File: src/rtl/security_system_zoned.sv
// security_system_zoned: multi-zone intruder alarm with debounced inputs and exit/entry delays.
// Latency: a stable zone change moves the state register DEBOUNCE_CYCLES+3 clocks later, arm +4.
// No backpressure; outputs are registered and lag the state register by one clock.

// security_system_zoned_debounce: one-bit 2-flop synchroniser followed by a hold-time filter.
// Latency: the filtered level follows a stable raw change DEBOUNCE_CYCLES+2 clocks later.
// No backpressure; pulses shorter than DEBOUNCE_CYCLES never reach the output.
module security_system_zoned_debounce #(
  parameter int DEBOUNCE_CYCLES = 250000
) (
  input  logic i_Clk,
  input  logic i_Reset,
  input  logic i_Raw,
  output logic o_Filt
);

  localparam int CW = $clog2(DEBOUNCE_CYCLES + 1);
  localparam logic [CW-1:0] CNT_LAST = CW'(DEBOUNCE_CYCLES - 1);

  logic          sync1_q;
  logic          sync2_q;
  logic          filt_q;
  logic          filt_d;
  logic [CW-1:0] cnt_q;
  logic [CW-1:0] cnt_d;

  // Count while the synchronised level disagrees with the filtered one; flip on the final count.
  always_comb begin
    filt_d = filt_q;
    cnt_d  = '0;
    if (sync2_q != filt_q) begin
      if (cnt_q == CNT_LAST) begin
        filt_d = sync2_q;
      end else begin
        cnt_d = cnt_q + CW'(1);
      end
    end
  end

  // Synchroniser chain and filter state.
  always_ff @(posedge i_Clk or posedge i_Reset) begin
    if (i_Reset) begin
      sync1_q <= 1'b0;
      sync2_q <= 1'b0;
      filt_q  <= 1'b0;
      cnt_q   <= '0;
    end else begin
      sync1_q <= i_Raw;
      sync2_q <= sync1_q;
      filt_q  <= filt_d;
      cnt_q   <= cnt_d;
    end
  end

  assign o_Filt = filt_q;

endmodule

// security_system_zoned: arming FSM, tripped-zone map and LED drivers over debounced inputs.
// Latency: state register reacts DEBOUNCE_CYCLES+3 (zone) / +4 (arm) after a raw change.
// No backpressure; every output is a flop fed from the current state register.
module security_system_zoned #(
  parameter int                   NUM_ZONES          = 4,
  parameter logic [NUM_ZONES-1:0] ENTRY_ZONE_MASK    = 4'b0001,
  parameter int                   DEBOUNCE_CYCLES    = 250000,
  parameter int                   EXIT_DELAY_CYCLES  = 2500000,
  parameter int                   ENTRY_DELAY_CYCLES = 2500000,
  parameter int                   BLINK_HALF_CYCLES  = 1250000
) (
  input  logic                 i_Clk,
  input  logic                 i_Reset,
  input  logic [NUM_ZONES-1:0] i_Zone,
  input  logic [NUM_ZONES-1:0] i_Zone_Enable,
  input  logic                 i_Arm,
  output logic                 o_LED_Armed,
  output logic                 o_LED_Alarm,
  output logic [NUM_ZONES-1:0] o_Zone_Status,
  output logic [NUM_ZONES-1:0] o_Tripped_Zones,
  output logic [2:0]           o_State
);

  localparam int DMAX = (EXIT_DELAY_CYCLES > ENTRY_DELAY_CYCLES) ? EXIT_DELAY_CYCLES
                                                                 : ENTRY_DELAY_CYCLES;
  localparam int DW   = $clog2(DMAX + 1);
  localparam int BW   = $clog2(BLINK_HALF_CYCLES + 1);

  localparam logic [DW-1:0] EXIT_LOAD  = DW'(EXIT_DELAY_CYCLES - 1);
  localparam logic [DW-1:0] ENTRY_LOAD = DW'(ENTRY_DELAY_CYCLES - 1);
  localparam logic [BW-1:0] BLINK_LAST = BW'(BLINK_HALF_CYCLES - 1);

  typedef enum logic [2:0] {
    ST_DISARMED = 3'd0,
    ST_EXIT     = 3'd1,
    ST_ARMED    = 3'd2,
    ST_ENTRY    = 3'd3,
    ST_ALARM    = 3'd4
  } state_t;

  // Filtered inputs
  logic [NUM_ZONES-1:0] zone_f;
  logic                 arm_f;

  // Arm edge detector
  logic arm_prev_q;
  logic arm_prev_d;
  logic arm_pulse_q;
  logic arm_pulse_d;

  // Zone classification
  logic zone_inst;
  logic zone_dly;

  // FSM state and timers
  state_t               state_q;
  state_t               state_d;
  logic [DW-1:0]        dly_cnt_q;
  logic [DW-1:0]        dly_cnt_d;
  logic [BW-1:0]        blink_cnt_q;
  logic [BW-1:0]        blink_cnt_d;
  logic                 blink_q;
  logic                 blink_d;
  logic [NUM_ZONES-1:0] tripped_q;
  logic [NUM_ZONES-1:0] tripped_d;

  // Registered outputs
  logic [2:0]           state_out_q;
  logic [2:0]           state_out_d;
  logic                 led_armed_q;
  logic                 led_armed_d;
  logic                 led_alarm_q;
  logic                 led_alarm_d;

  for (genvar g = 0; g < NUM_ZONES; g++) begin : g_zone
    security_system_zoned_debounce #(
      .DEBOUNCE_CYCLES(DEBOUNCE_CYCLES)
    ) u_zone_db (
      .i_Clk  (i_Clk),
      .i_Reset(i_Reset),
      .i_Raw  (i_Zone[g]),
      .o_Filt (zone_f[g])
    );
  end

  security_system_zoned_debounce #(
    .DEBOUNCE_CYCLES(DEBOUNCE_CYCLES)
  ) u_arm_db (
    .i_Clk  (i_Clk),
    .i_Reset(i_Reset),
    .i_Raw  (i_Arm),
    .o_Filt (arm_f)
  );

  // Bypassed zones drop out here; the mask acts without any filtering.
  assign zone_inst = |(zone_f & i_Zone_Enable & ~ENTRY_ZONE_MASK);
  assign zone_dly  = |(zone_f & i_Zone_Enable & ENTRY_ZONE_MASK);

  // One-cycle pulse on each filtered press; releases are ignored.
  always_comb begin
    arm_prev_d  = arm_f;
    arm_pulse_d = arm_f & ~arm_prev_q;
  end

  // Arm edge-detector flops.
  always_ff @(posedge i_Clk or posedge i_Reset) begin
    if (i_Reset) begin
      arm_prev_q  <= 1'b0;
      arm_pulse_q <= 1'b0;
    end else begin
      arm_prev_q  <= arm_prev_d;
      arm_pulse_q <= arm_pulse_d;
    end
  end

  // Next state, delay/blink timers, tripped map and output values; arm press always wins.
  always_comb begin
    state_d     = state_q;
    dly_cnt_d   = dly_cnt_q;
    tripped_d   = tripped_q;
    blink_d     = blink_q;
    blink_cnt_d = blink_cnt_q;

    // Any enabled zone seen open while armed is remembered until the next arming.
    if (state_q == ST_ARMED || state_q == ST_ENTRY || state_q == ST_ALARM) begin
      tripped_d = tripped_q | (zone_f & i_Zone_Enable);
    end

    case (state_q)
      ST_DISARMED: begin
        if (arm_pulse_q) begin
          state_d   = ST_EXIT;
          dly_cnt_d = EXIT_LOAD;
          tripped_d = '0;
        end
      end
      ST_EXIT: begin
        if (arm_pulse_q) begin
          state_d = ST_DISARMED;
        end else if (dly_cnt_q == '0) begin
          state_d = ST_ARMED;
        end else begin
          dly_cnt_d = dly_cnt_q - DW'(1);
        end
      end
      ST_ARMED: begin
        if (arm_pulse_q) begin
          state_d = ST_DISARMED;
        end else if (zone_inst) begin
          state_d = ST_ALARM;
        end else if (zone_dly) begin
          state_d   = ST_ENTRY;
          dly_cnt_d = ENTRY_LOAD;
        end
      end
      ST_ENTRY: begin
        // A delayed zone closing again does not cancel the countdown.
        if (arm_pulse_q) begin
          state_d = ST_DISARMED;
        end else if (zone_inst || dly_cnt_q == '0) begin
          state_d = ST_ALARM;
        end else begin
          dly_cnt_d = dly_cnt_q - DW'(1);
        end
      end
      ST_ALARM: begin
        if (arm_pulse_q) begin
          state_d = ST_DISARMED;
        end
      end
      default: begin
        state_d = ST_DISARMED;
      end
    endcase

    // Blink restarts lit on entry to a delay state, then toggles every half period.
    if ((state_d == ST_EXIT || state_d == ST_ENTRY) && state_d != state_q) begin
      blink_d     = 1'b1;
      blink_cnt_d = '0;
    end else if (state_q == ST_EXIT || state_q == ST_ENTRY) begin
      if (blink_cnt_q == BLINK_LAST) begin
        blink_d     = ~blink_q;
        blink_cnt_d = '0;
      end else begin
        blink_cnt_d = blink_cnt_q + BW'(1);
      end
    end

    state_out_d = state_q;
    led_alarm_d = (state_q == ST_ALARM);
    case (state_q)
      ST_DISARMED:       led_armed_d = 1'b0;
      ST_EXIT, ST_ENTRY: led_armed_d = blink_q;
      default:           led_armed_d = 1'b1;
    endcase
  end

  // FSM and output registers.
  always_ff @(posedge i_Clk or posedge i_Reset) begin
    if (i_Reset) begin
      state_q     <= ST_DISARMED;
      dly_cnt_q   <= '0;
      tripped_q   <= '0;
      blink_q     <= 1'b0;
      blink_cnt_q <= '0;
      state_out_q <= 3'd0;
      led_armed_q <= 1'b0;
      led_alarm_q <= 1'b0;
    end else begin
      state_q     <= state_d;
      dly_cnt_q   <= dly_cnt_d;
      tripped_q   <= tripped_d;
      blink_q     <= blink_d;
      blink_cnt_q <= blink_cnt_d;
      state_out_q <= state_out_d;
      led_armed_q <= led_armed_d;
      led_alarm_q <= led_alarm_d;
    end
  end

  assign o_State         = state_out_q;
  assign o_LED_Armed     = led_armed_q;
  assign o_LED_Alarm     = led_alarm_q;
  assign o_Zone_Status   = zone_f;
  assign o_Tripped_Zones = tripped_q;

endmodule

File: config.mk
export PLATFORM = sky130hd
export DESIGN_NAME = security_system_zoned
export DESIGN_NICKNAME = d
export VERILOG_FILES = /design/src/rtl/security_system_zoned.sv
export SDC_FILE = /design/constraint.sdc
export NUM_CORES = 1
export LEC_CHECK = 0
export ABC_AREA = 1
export BUFFER_PORTS_ARGS = -buffer_cell sky130_fd_sc_hd__buf_2
export CORE_UTILIZATION = 30
export DETAILED_ROUTE_END_ITERATION = 12
export SYNTH_ARGS = -nofsm -noshare
export SYNTH_HDL_FRONTEND = slang
export SYNTH_SLANG_ARGS = --single-unit
File: constraint.sdc
create_clock -name i_Clk -period 11.5 [get_ports i_Clk]
set_clock_uncertainty 0.1 [all_clocks]
set_input_delay 0.575 -clock i_Clk [delete_from_list [all_inputs] [get_ports i_Clk]]
set_output_delay 0.575 -clock i_Clk [all_outputs]
set_load 0.005 [all_outputs]
# Yosys cells after proc, flatten, opt, wreduce, memory -nomap -nowiden
# Cells that the tools add are included.
[op_classes]
n_mux = 39
bitwise = 5
eq_ne = 26
add_sub_neg = 7
n_reduce_logical = 20
[op_table]
columns = ["cell", "n"]
rows = [
  ["18-bit 2-to-1 mux", 10],
  ["22-bit 2-to-1 mux", 8],
  ["18-bit by 1-bit adder with 18-bit output, second input constant", 5],
  ["18-bit equality test, second input constant", 5],
  ["22-bit one-hot mux with 4 select lines", 1],
  ["21-bit 2-to-1 mux", 3],
  ["3-bit 2-to-1 mux", 9],
  ["22-bit logical NOT", 1],
  ["22-bit by 1-bit subtractor with 22-bit output, second input constant", 1],
  ["21-bit by 1-bit adder with 21-bit output, second input constant", 1],
  ["21-bit equality test, second input constant", 1],
  ["2-bit != test, second input constant", 8],
  ["3-bit one-hot mux with 5 select lines", 1],
  ["4-bit 2-to-1 mux", 3],
  ["2-bit AND reduction", 6],
  ["3-bit by 2-bit equality test with 1-bit output, second input constant", 3],
  ["9-bit AND reduction", 1],
  ["3-bit by 1-bit equality test with 1-bit output, second input constant", 2],
  ["1-bit logical OR", 5],
  ["1-bit != test", 5],
  ["4-bit AND", 1],
  ["4-bit OR", 1],
  ["2-bit nonzero test", 2],
  ["4-bit nonzero test", 1],
  ["other kinds (10)", 13],
]
[word_totals]
input_bits = 11
wordCells = 127
output_inout_bits = 13
register_bits = 163

# Depth between registers and ports, before layout
[depth]
depth_word = 11
depth_mapped = 12
ltp_nobuf = 11

# Modules after synthesis
# From an unflattened synthesis, not the netlist that was laid out.
[hier_totals]
hier_cells = 1147
area_unflattened_um2 = 9337.7
[by_module_without_submodules]
columns = ["mod", "cells_per_inst", "instances", "seq_area_each_um2", "area_per_inst_um2"]
rows = [
  ["security_system_zoned_debounce", 139, 5, 525.5, 1159.9],
  ["security_system_zoned", 452, 1, 1451.4, 3538.4],
]

# Worst setup path after synthesis
# OpenSTA, ideal clock, no wires.
[synth_timing]
path_type = "register to register"
start = "register dly_cnt_q[0]"
end = "register dly_cnt_q[10]"
arrival_time_ns = 1.580
n_path_buf = 1
path_stages_with_launch = 13
required_time_ns = 11.275
setup_time_ns = 0.125
setup_slack_ns = 9.694
synth_period_minus_slack_ns = 1.806
cell_sequence = "dfrtp_1 -> inv_1 -> ha_1 -> nand2_2 -> nor2_1 -> nand3_1 -> nor2_1 -> nor2_2 -> nand2_2 -> inv_2 -> buf_4 -> o21ai_0 -> o21ai_1"
[synth_via]
elab_chain_len = 4
elab_cells_between_ends = 11
cone_classes = "1 x add/sub; 2 x eq/ne; 5 x mux; 3 x reduce/logical"
[synth_lines]
columns = ["element", "line", "rtl"]
rows = [
  ["start: declaration", "116", "logic [DW-1:0] dly_cnt_q;"],
  ["start signal: assignment", "269", "dly_cnt_q <= dly_cnt_d;"],
  ["22-bit by 1-bit subtractor with 22-bit output / 22-bit logical NOT (equally long branches)", "n/a", ""],
  ["22-bit 2-to-1 mux, or another cell as far along", "218", "end else if (zone_inst || dly_cnt_q == '0) begin"],
  ["22-bit 2-to-1 mux, or another cell as far along", "216", "if (arm_pulse_q) begin"],
  ["22-bit one-hot mux with 4 select lines / 9-bit AND reduction (equally long branches)", "n/a", ""],
]
# Parallel ways exist; a longest one is shown, timed or not. The select of a mux whose other input is x is not followed.
# A chain may end at the register's enable or synchronous reset.

# Final worst setup path
[layout_timing]
start = "register state_q[2], in the netlist state_out_d[2]"
end = "register dly_cnt_q[18]"
[layout_via]
elab_chain_len = 3
elab_cells_between_ends = 15
cone_classes = "11 x eq/ne; 1 x mux; 3 x reduce/logical"
[layout_lines]
columns = ["element", "line", "rtl"]
rows = [
  ["start: declaration", "114", "state_t state_q;"],
  ["start signal: assignment", "268", "state_q <= state_d;"],
  ["3-bit by 1-bit equality test with 1-bit output, or another cell as far along", "187", "case (state_q)"],
  ["2-bit != test (no source line) / 4-bit nonzero test (equally long branches)", "n/a", ""],
  ["9-bit AND reduction (no source line)", "n/a", ""],
]
# Parallel ways exist; a longest one is shown, timed or not.

==> flow_summary_export.csv <==
group,metric,value,unit
run_status,status,"complete, no violations",
synth,ys_ff_latch,163,
route,dr.pass1.iters,5,
cts,clk_path_buf_depth,2,
place,gp_congestion,0.874,
sta,slew_headroom,36.4,%
synth,yosysSeqAreaShare,45.7,%
cts,cts_tree,"done",
floorplan,die_h,175,um
route,viasPerCell,4.72,
critical_path,arrival,3.23,ns
synth,synth_edf_count,0,
job,cap_viol_max_count,0,
cts,htreeDepth,4,
cells_and_area,drive_gt1_share,9.08,%
critical_path,crit_path_max_fanout,31,
sta,period_needed,3.03,ns
global_routing,grt_start_max_net_pins,102,
cells_and_area,regArea,0.00408,sq mm
cells_and_area,instances_no_fill,1551,
synth,synth_area_per_cell,7.90,sq um
cts,cts_resized,0,
synth,synth_area_leaders,"dfrtp_1, nand2_1, nor2_1",
critical_path,worst_path_max_delay_cell,"nor2_2",
cts,root_buffer,"clkbuf_16",
sta,setup-tns-final,0,ns
synth,syn_nets,1149,
pwr,p_per_area,122,mW/mm^2
hold_path,min_path_type,"input pin to flop",
pwr,peakVddDrop,110,uV
global_routing,grt_busiest_layer,"met2",
global_routing,grtUsageMet2,20.6,%
sta,finalHoldViolations,0,
critical_path,start_kind,"flop",
cts,clk_latency,0.43,ns
synth,ys_async_sr_fraction,100,%
global_routing,grt_util_met3,2.48,%
sta,max_freq,330,MHz
place,post-dp-hpwl,13400,um
critical_path,max_stage_delay,0.77,ns
critical_path,criticalPathCategory,"flop to flop",
sta,slew_violations,0,
hold_path,min_path_cells,1,
critical_path,rr_worst_depth,8,
synth,synth_ff_type,"dfrtp_1",
place,io_buffer_count,23,
floorplan,die_area,0.0305,sq mm
cts,cts_buffers,17,
pwr,power.leakage,0.00434,uW
route,postRouteAntennaNets,0,
critical_path,path_cells,"nor2_2 > inv_1 > nor2_1 > nand2_1 > nand2_2 > inv_2 > o21ai_0 > o21ai_1",
floorplan,dieWidth,175,um
route,vias,7318,
cells_and_area,nets,1172,
synth,synthDistinctLibCells,41,
synth,synth_area,0.00893,sq mm
sta,finalSetupViolCount,0,
floorplan,row_count,62,
critical_path,end_kind,"flop",
route,post-route-drc-count,0,
synth,ys_warn_count,0,
cts,cts_setup_buffers,0,
synth,synth_top_area_share,45.7,%
critical_path,required,11.70,ns
cts,clock_sinks,163,
synth,synth.most_common_cell,"nand2_1",
cells_and_area,fillers,3078,
floorplan,start_util,30.8,%
pwr,finalPower,1220,uW
synth,netlist_instances,1131,
global_routing,grt_use_total,13.3,%
cells_and_area,multi_input_area,0.00423,sq mm
route,wl_per_cell,12.3,um
route,wl,19000,um
route,drtIter0Drc,449,
synth,synthTopCellsByCount,"nand2_1, nor2_1, dfrtp_1, inv_1, nand3_1",
cts,clk_pin_slew,0.07,ns
sta,worstMarginPinSlew,0.953,ns
cells_and_area,antenna-diode-count,0,
global_routing,grt_overflow_total,0,
cts,ctsHoldBuffers,0,
synth,synth.largest_area_cell,"dfrtp_1",
sta,rsz0062_at_grt,"no",
global_routing,antenna_found_initial,0,
sta,fin_crit_sh,26.4,%
global_routing,grt_pass1_vias,7067,
place,place_inst,1519,
global_routing,grt_pass1_wl,33400,um
global_routing,met1_usage,18.4,%
floorplan,coreArea,0.0290,sq mm
floorplan,io_pins,24,
cells_and_area,area_growth,12.3,%
[report_power, final]
group          switching, uW  internal [uW]
Combinational           21.6           6.58
Clock                    244            367
Sequential              4.70            579
[layout make-up]
cell class	instances	share of cell area (%)
clock inverters	14	2.01
repair buffers	25	1.30
inverters	129	4.88
well taps	384	4.79
multi-input cells	818	42.1
flip-flops and latches	163	40.6
clock buffers	18	4.28
[worst max-delay path: cells and delay by family, from the launching register on]
family                 cells  cell delay [ns]
buffers and inverters      2             0.53
flip-flops                 1             0.44
AO/OA/AOI/OAI              2             0.28
AND/OR/NAND/NOR            4             1.55
[registers in the layout (all words and copies together) (netlist names), 4 cells and up]
signal and cells:
g_zone.u_zone_db.cnt_q 72, o_Tripped_Zones 4, dly_cnt_q 22, g_zone.u_zone_db.sync1_q 4, g_zone.u_zone_db.sync2_q 4, blink_cnt_q 21
g_zone.u_zone_db.o_Filt 4, u_arm_db.cnt_q 18
[placed cells by master, fill, tap and decap left out, types with 4 or more instances in the layout]
| cell type | n |
|---|---|
| dfrtp_1 | 163 |
| inv_2 | 4 |
| nand3_1 | 75 |
| nor3_1 | 37 |
| xor2_1 | 71 |
| a21oi_1 | 20 |
| o21ai_0 | 30 |
| nor2_2 | 10 |
| nand4_1 | 46 |
| xnor2_1 | 7 |
| buf_2 | 23 |
| nor3_2 | 4 |
| inv_1 | 122 |
| nand3_2 | 13 |
| nor4_1 | 18 |
| bufinv_16 | 4 |
| nand2_1 | 217 |
| ha_1 | 7 |
| nor3b_1 | 9 |
| a31oi_1 | 7 |
| clkbuf_16 | 17 |
| o21ai_1 | 11 |
| or2_2 | 7 |
| nor2_1 | 200 |
| nand3b_1 | 9 |
[metrics by stage]
stage                     cell area [sq um]  setup slack [ns]  utilization [%]  hold slack, ns
after global placement                 9400              8.58             32.4           0.232
after CTS                             10000              8.43             34.6           0.133
after detailed placement               9400              8.48             32.4           0.235
final                                 10000              8.47             34.6           0.152
after global routing                  10000              8.13             34.6           0.132
after floorplan                        8930              6.42                -           0.231
[worst paths after layout]
check / from / endpoint / slack [ns]
setup / recovery: state_out_d[2] / dly_cnt_q[18] / 8.47
hold / removal: i_Zone[0] / g_zone[0].u_zone_db.sync1_q / 0.15
setup reg to reg: state_out_d[2] / dly_cnt_q[18] / 8.47
hold reg to reg: g_zone[2].u_zone_db.sync1_q / g_zone[2].u_zone_db.sync2_q / 0.25
max in group asynchronous: i_Reset / g_zone[3].u_zone_db.cnt_q[17] / 9.73
min in group asynchronous: i_Reset / g_zone[0].u_zone_db.sync1_q / 0.26
[cell families (layout without fill, tap and decap cells)]
logic type                 Yosys count  count (layout)  share of synthesized area (%)
muxes                                3               3                          0.378
buffers and inverters              150             186                           7.06
adders and majority gates            7               7                          0.980
AOI/OAI and AO/OA                   75              75                           4.52
and+or+nand+nor                    655             655                           33.8
xor gates and xnor gates            78              78                           7.65
DFF                                163             163                           45.7
[metal layers]
metal	routed length, um	part of all wire, %	vias up
li1	-	-	3718
met1	9480	50	3465
met2	8590	45	116
met3	661	3.5	19
met4	314	1.6	0
met5	0	0	-
Note: power is estimated with default switching activity, not from simulation.
